**src/rtl/clock_forward.sv**
```systemverilog
`default_nettype none
// ============================================================================
// Module      : clock_forward
// Description : Forwards a divided copy of clk_int to an output pin, either
//               single-ended or as a complementary pair. It supports burst
//               or free-running operation, glitch-free start/stop and
//               phase-aligned divider updates.
// Revision    : 1.0  initial release
// ============================================================================
module clock_forward #(
    parameter int DIFF        = 0,
    parameter int DIV_WIDTH   = 8,
    parameter int BURST_WIDTH = 16
) (
    input  logic                   clk_int,
    input  logic                   rst,
    input  logic                   en,
    input  logic [DIV_WIDTH-1:0]   div_val,
    input  logic [BURST_WIDTH-1:0] burst_len,
    output logic                   pin_clk_p,
    output logic                   pin_clk_n,
    output logic                   running,
    output logic                   done
);

    localparam logic [0:0] IDLE = 1'b0;
    localparam logic [0:0] RUN  = 1'b1;

    localparam logic [DIV_WIDTH-1:0]   DIV_ONE  = {{(DIV_WIDTH-1){1'b0}}, 1'b1};
    localparam logic [BURST_WIDTH-1:0] PCNT_ONE = {{(BURST_WIDTH-1){1'b0}}, 1'b1};
    localparam logic [BURST_WIDTH-1:0] PCNT_MAX = {BURST_WIDTH{1'b1}};

    logic [0:0]             state,    state_nx;
    logic                   clk_o,    clk_o_nx;
    logic [DIV_WIDTH-1:0]   cnt,      cnt_nx;
    logic [DIV_WIDTH-1:0]   div_lat,  div_lat_nx;
    logic [BURST_WIDTH-1:0] blen_lat, blen_lat_nx;
    logic [BURST_WIDTH-1:0] pcnt,     pcnt_nx;
    logic                   done_nx;
    logic                   burst_hit;

    // A burst is complete once the number of issued rising edges equals the
    // latched length; a zero length never matches, so free-running keeps going.
    assign burst_hit = (blen_lat != '0) && (pcnt == blen_lat);

    // Next-state logic. Phase boundaries happen only when cnt reaches zero,
    // and the stop decision is taken only at the end of a low phase.
    always_comb begin
        state_nx    = state;
        clk_o_nx    = clk_o;
        cnt_nx      = cnt;
        div_lat_nx  = div_lat;
        blen_lat_nx = blen_lat;
        pcnt_nx     = pcnt;
        done_nx     = 1'b0;
        case (state)
            IDLE: begin
                if (en) begin
                    state_nx    = RUN;
                    clk_o_nx    = 1'b0;
                    cnt_nx      = div_val;
                    div_lat_nx  = div_val;
                    blen_lat_nx = burst_len;
                    pcnt_nx     = '0;
                end
            end
            RUN: begin
                if (cnt != '0) begin
                    cnt_nx = cnt - DIV_ONE;
                end else if (clk_o) begin
                    // End of a high phase: always falls, even if en dropped.
                    clk_o_nx = 1'b0;
                    cnt_nx   = div_lat;
                end else if (!en || burst_hit) begin
                    // End of a low phase: stop without issuing another edge.
                    state_nx = IDLE;
                    clk_o_nx = 1'b0;
                    done_nx  = burst_hit;
                end else begin
                    // Rising toggle: the only point where div_val is picked up.
                    clk_o_nx   = 1'b1;
                    div_lat_nx = div_val;
                    cnt_nx     = div_val;
                    if (pcnt != PCNT_MAX) begin
                        pcnt_nx = pcnt + PCNT_ONE;
                    end
                end
            end
            default: begin
                state_nx = IDLE;
                clk_o_nx = 1'b0;
            end
        endcase
    end

    // State and datapath registers with synchronous reset.
    always_ff @(posedge clk_int) begin
        if (rst) begin
            state    <= IDLE;
            clk_o    <= 1'b0;
            cnt      <= '0;
            div_lat  <= '0;
            blen_lat <= '0;
            pcnt     <= '0;
            done     <= 1'b0;
        end else begin
            state    <= state_nx;
            clk_o    <= clk_o_nx;
            cnt      <= cnt_nx;
            div_lat  <= div_lat_nx;
            blen_lat <= blen_lat_nx;
            pcnt     <= pcnt_nx;
            done     <= done_nx;
        end
    end

    assign pin_clk_p = clk_o;
    assign running   = (state == RUN);

    generate
        if (DIFF != 0) begin : g_diff
            logic clk_n;
            // Separate flop for the complement so both pins switch together.
            always_ff @(posedge clk_int) begin
                if (rst) begin
                    clk_n <= 1'b1;
                end else begin
                    clk_n <= ~clk_o_nx;
                end
            end
            assign pin_clk_n = clk_n;
        end else begin : g_single
            assign pin_clk_n = 1'b0;
        end
    endgenerate

endmodule
`default_nettype wire
```
**config.mk**
```make
export PLATFORM = sky130hd
export DESIGN_NAME = clock_forward
export DESIGN_NICKNAME = d
export VERILOG_FILES = /design/src/rtl/clock_forward.sv
export SDC_FILE = /design/constraint.sdc
export NUM_CORES = 1
export LEC_CHECK = 0
export BUFFER_PORTS_ARGS = -buffer_cell sky130_fd_sc_hd__clkbuf_2
export CAP_MARGIN = 15
export CORE_UTILIZATION = 42
export DETAILED_ROUTE_END_ITERATION = 6
export PLACE_DENSITY = 0.64
export SYNTH_ARGS = -nofsm -noshare
export SYNTH_HDL_FRONTEND = slang
export SYNTH_SLANG_ARGS = --single-unit
```
**constraint.sdc**
```tcl
create_clock -name clk_int -period 5.6 [get_ports clk_int]
set_input_delay 1.4 -clock clk_int [delete_from_list [all_inputs] [get_ports clk_int]]
set_output_delay 1.4 -clock clk_int [all_outputs]
set_load 0.1 [all_outputs]
```
==> flow_metrics.py <==
metrics = {
    "floorplan": {
        "start_util_pct": 43.48,
        "die-height_um": 82.85,
        "io_pins": 31,
        "rows": 29,
        "die_w_um": 82.85,
        "core_area_mm2": 0.006314,
        "die-area_mm2": 0.006863,
    },
    "logic_synthesis": {
        "synth_top_area_cell": "dfxtp_1",
        "synth_compound_gate_area_share_pct": 21.42,
        "synth_fa_ha_area_share_pct": 1.367,
        "synth_commonest_cells": "nand2_1, dfxtp_1, a21oi_1",
        "synth.cell_area_mm2": 0.002745,
        "syn_avg_cell_area_um2": 8.098,
        "yosys_register_bits": 51,
        "yosys.area_share.simple_pct": 25.16,
        "async_flop_share_pct": 0,
        "synth_cells": 339,
        "synthDominantCellAreaShare_pct": 37.19,
        "yosysMostFrequentCell": "nand2_1",
        "synth_nets": 369,
        "synthMuxAreaShare_pct": 3.646,
        "synth_top_family_by_area": "simple AND/OR/NAND/NOR gates",
        "yosysWarningCount": 0,
        "ys_types": 46,
        "synth-xor-area-share_pct": 6.700,
        "synth_top_flop_cell": "dfxtp_1",
        "yosys-top-cells-area": "dfxtp_1, nand2_1, a21oi_1",
        "synth_seq_area_share_pct": 37.19,
        "synth_edf_count": 0,
    },
    "min_path": {
        "min_to": "blen_lat[4]$_SDFFE_PP0P_",
        "hold_start": "blen_lat[4]$_SDFFE_PP0P_",
        "hold_class": "flip-flop to flip-flop",
        "hold_path_depth": 2,
    },
    "global_routing": {
        "met1_usage_pct": 27.87,
        "grt_max_degree": 49,
        "gr-max-usage-layer": "met2",
        "use_met3_pct": 2.783,
        "grt_pass1_wl_um": 12030,
        "antenna_found_initial": 0,
        "overflow": 0,
        "grt_usage_pct": 21.39,
        "grt_pass1_vias": 2487,
        "met2_usage_pct": 36.51,
    },
    "power": {
        "switching_power_mw": 0.2855,
        "combPwrFrac_pct": 27.5,
        "seqPwrFrac_pct": 48.6,
        "power_density_mw_per_mm2": 282.3,
        "intPower_mw": 0.5604,
        "clkPwrFrac_pct": 23.9,
        "ir_worst_vdd_v": 0.0001695,
        "sw_frac_of_total_pct": 33.75,
        "p_leak_nw": 1.191,
        "power_mw": 0.8459,
    },
    "critical_path": {
        "cp.arrival_ns": 3.44,
        "cp_cell_sequence": "ha_1 > nand3_1 > nor4_1 > nand4_1 > o211ai_1 > a32o_1",
        "worstSetupPathType": "flip-flop to flip-flop",
        "endpoint_kind": "flip-flop",
        "crit_path_start_kind": "flip-flop",
        "worstPathMaxFanout": 14,
        "rr_worst_depth": 6,
        "r2r_end": "pcnt[10]$_SDFFE_PP0P_",
        "required_ns": 5.85,
        "critPathBufInv": 0,
        "cp.depth": 6,
        "crit_family": "simple AND/OR/NAND/NOR gates",
        "critical_path.slowest_cell": "nor4_1",
        "r2r-start": "pcnt[0]$_SDFFE_PP0P_",
        "r2r_slack_ns": 2.41,
        "slowest_delay_ns": 0.94,
    },
    "placement": {
        "dp_cells": 424,
        "port_buffers": 29,
        "place_congestion": 0.8390,
        "dpl.hpwl_um": 4900,
        "dp_slack_ns": 2.200,
        "dpl_cell_area_mm2": 0.002904,
    },
    "route": {
        "detail_route.drc_violations": 0,
        "vias": 2557,
        "ant_nets": 0,
        "wl_um": 7116,
        "wl_per_cell_um": 16.47,
        "viasPerCell": 5.919,
        "detail_route.first_pass.iterations": 4,
        "drtIter0Drc": 188,
    },
    "cts": {
        "clock_path_buffers": 2,
        "numCtsBuffers": 5,
        "path_clk_slew_ns": 0.09,
        "cts_tree": "done",
        "numClockSinks": 51,
        "clock_latency_ns": 0.31,
        "h-tree-depth": 2,
        "root_buffer": "clkbuf_8",
        "cts_hold_buf": 0,
        "cts_setup_buffers": 0,
        "ctsResizeCount": 0,
    },
    "timing": {
        "hold_viol": 0,
        "post-route-min-period_ns": 3.188,
        "hold_slack_ns": 0.4913,
        "worst_slack_ns": 2.412,
        "max_freq_mhz": 313.7,
        "worst_clock_skew_ns": 0.009699,
        "fin_crit_sh_pct": 56.92,
        "drv_slew": 0,
        "maxSlewHeadroom_pct": 29.24,
        "rsz0062_at_grt": "false",
        "setup-tns-final_ns": 0,
        "setup-violations-final": 0,
        "worstMarginPinSlew_ns": 1.057,
    },
    "cells_and_area": {
        "multi_input_area_mm2": 0.001604,
        "fillers": 648,
        "final_util_pct": 47.46,
        "n_antenna_cell": 0,
        "nNetsFinal": 386,
        "final_cells": 432,
        "final_area_mm2": 0.002997,
        "synthToLayoutAreaGrowth_pct": 9.161,
        "drive_gt1_share_pct": 12.39,
        "seqCellArea_mm2": 0.001021,
    },
    "run_status": {
        "outcome": "finished, final reports clean",
    },
    "job": {
        "cap_violations": 0,
    },
}
-- per-layer routing --
metal	vias to the layer above	share of wire (%)
met5	-	0
met4	0	1.4
met3	8	3.2
met2	49	48
met1	1222	48
li1	1278	-
-- flip-flops by register name (all words and copies together) (netlist names) --
signal     cells
pin_clk_p      1
cnt            8
div_lat        8
blen_lat      16
pcnt          16
running        1
done           1
-- layout make-up --
| cell class | count | area share (%) |
|---|---|---|
| tap | 77 | 3.215 |
| inverter | 6 | 0.7516 |
| timing repair buffer | 33 | 6.013 |
| multi-input combinational | 259 | 53.53 |
| sequential | 51 | 34.07 |
| clock buffer | 6 | 2.422 |
-- layout by cell type, fill, tap and decap left out, types with 2 or more instances in the layout --
| cell | instances |
|---|---|
| a21oi_1 | 35 |
| a31oi_1 | 5 |
| a32o_1 | 11 |
| a32oi_1 | 4 |
| and2_1 | 2 |
| and4_1 | 2 |
| buf_4 | 2 |
| clkbuf_2 | 30 |
| clkbuf_8 | 5 |
| dfxtp_1 | 51 |
| ha_1 | 3 |
| inv_1 | 6 |
| mux2i_1 | 10 |
| nand2_1 | 53 |
| nand3_1 | 14 |
| nand4_1 | 7 |
| nor2_1 | 21 |
| nor3_1 | 10 |
| nor3b_1 | 4 |
| nor4_1 | 16 |
| o211ai_1 | 4 |
| o21ai_0 | 7 |
| o22ai_1 | 5 |
| o2bb2ai_1 | 2 |
| o31ai_1 | 2 |
| or3_1 | 2 |
| or4_1 | 2 |
| xnor2_1 | 3 |
| xor2_1 | 18 |
-- worst max-delay path by stage --
| stage | to | slack, ns | start |
|---|---|---|---|
| 2_1_floorplan | pcnt[10]$_SDFFE_PP0P_ | 2.81 | en |
| 6_report | pcnt[10]$_SDFFE_PP0P_ | 2.41 | pcnt[0]$_SDFFE_PP0P_ |
| 4_1_cts | pcnt[10]$_SDFFE_PP0P_ | 2.50 | pcnt[0]$_SDFFE_PP0P_ |
| 3_5_place_dp | pcnt[10]$_SDFFE_PP0P_ | 2.20 | en |
| 5_1_grt | pcnt[8]$_SDFFE_PP0P_ | 2.19 | pcnt[0]$_SDFFE_PP0P_ |
| 3_3_place_gp | pcnt[2]$_SDFFE_PP0P_ | 2.26 | en |
-- power by group through the flow --
stage	Sequential, mW	Clock, mW	Combinational, mW
after floorplan	0.421	0	0.172
after detailed placement	0.419	0	0.226
final	0.411	0.202	0.232
after CTS	0.411	0.204	0.227
after global routing	0.416	0.219	0.257
after global placement	0.418	0	0.224
-- logic make-up (layout without fill, tap and decap cells) --
family	Yosys count	in the layout
xor+xnor	21	21
fa+ha+maj	3	3
simple gates	140	140
compound gates	84	84
other cells	1	1
buf+inv	29	45
mux	10	10
flops	51	51
-- worst register-to-register path, cell delays in order (launching register included) --
cell and delay (ns):
dfxtp_1 0.43, ha_1 0.22, nand3_1 0.27, nor4_1 0.94, nand4_1 0.75, o211ai_1 0.34
a32o_1 0.19
(Power assumes the default switching activity.)
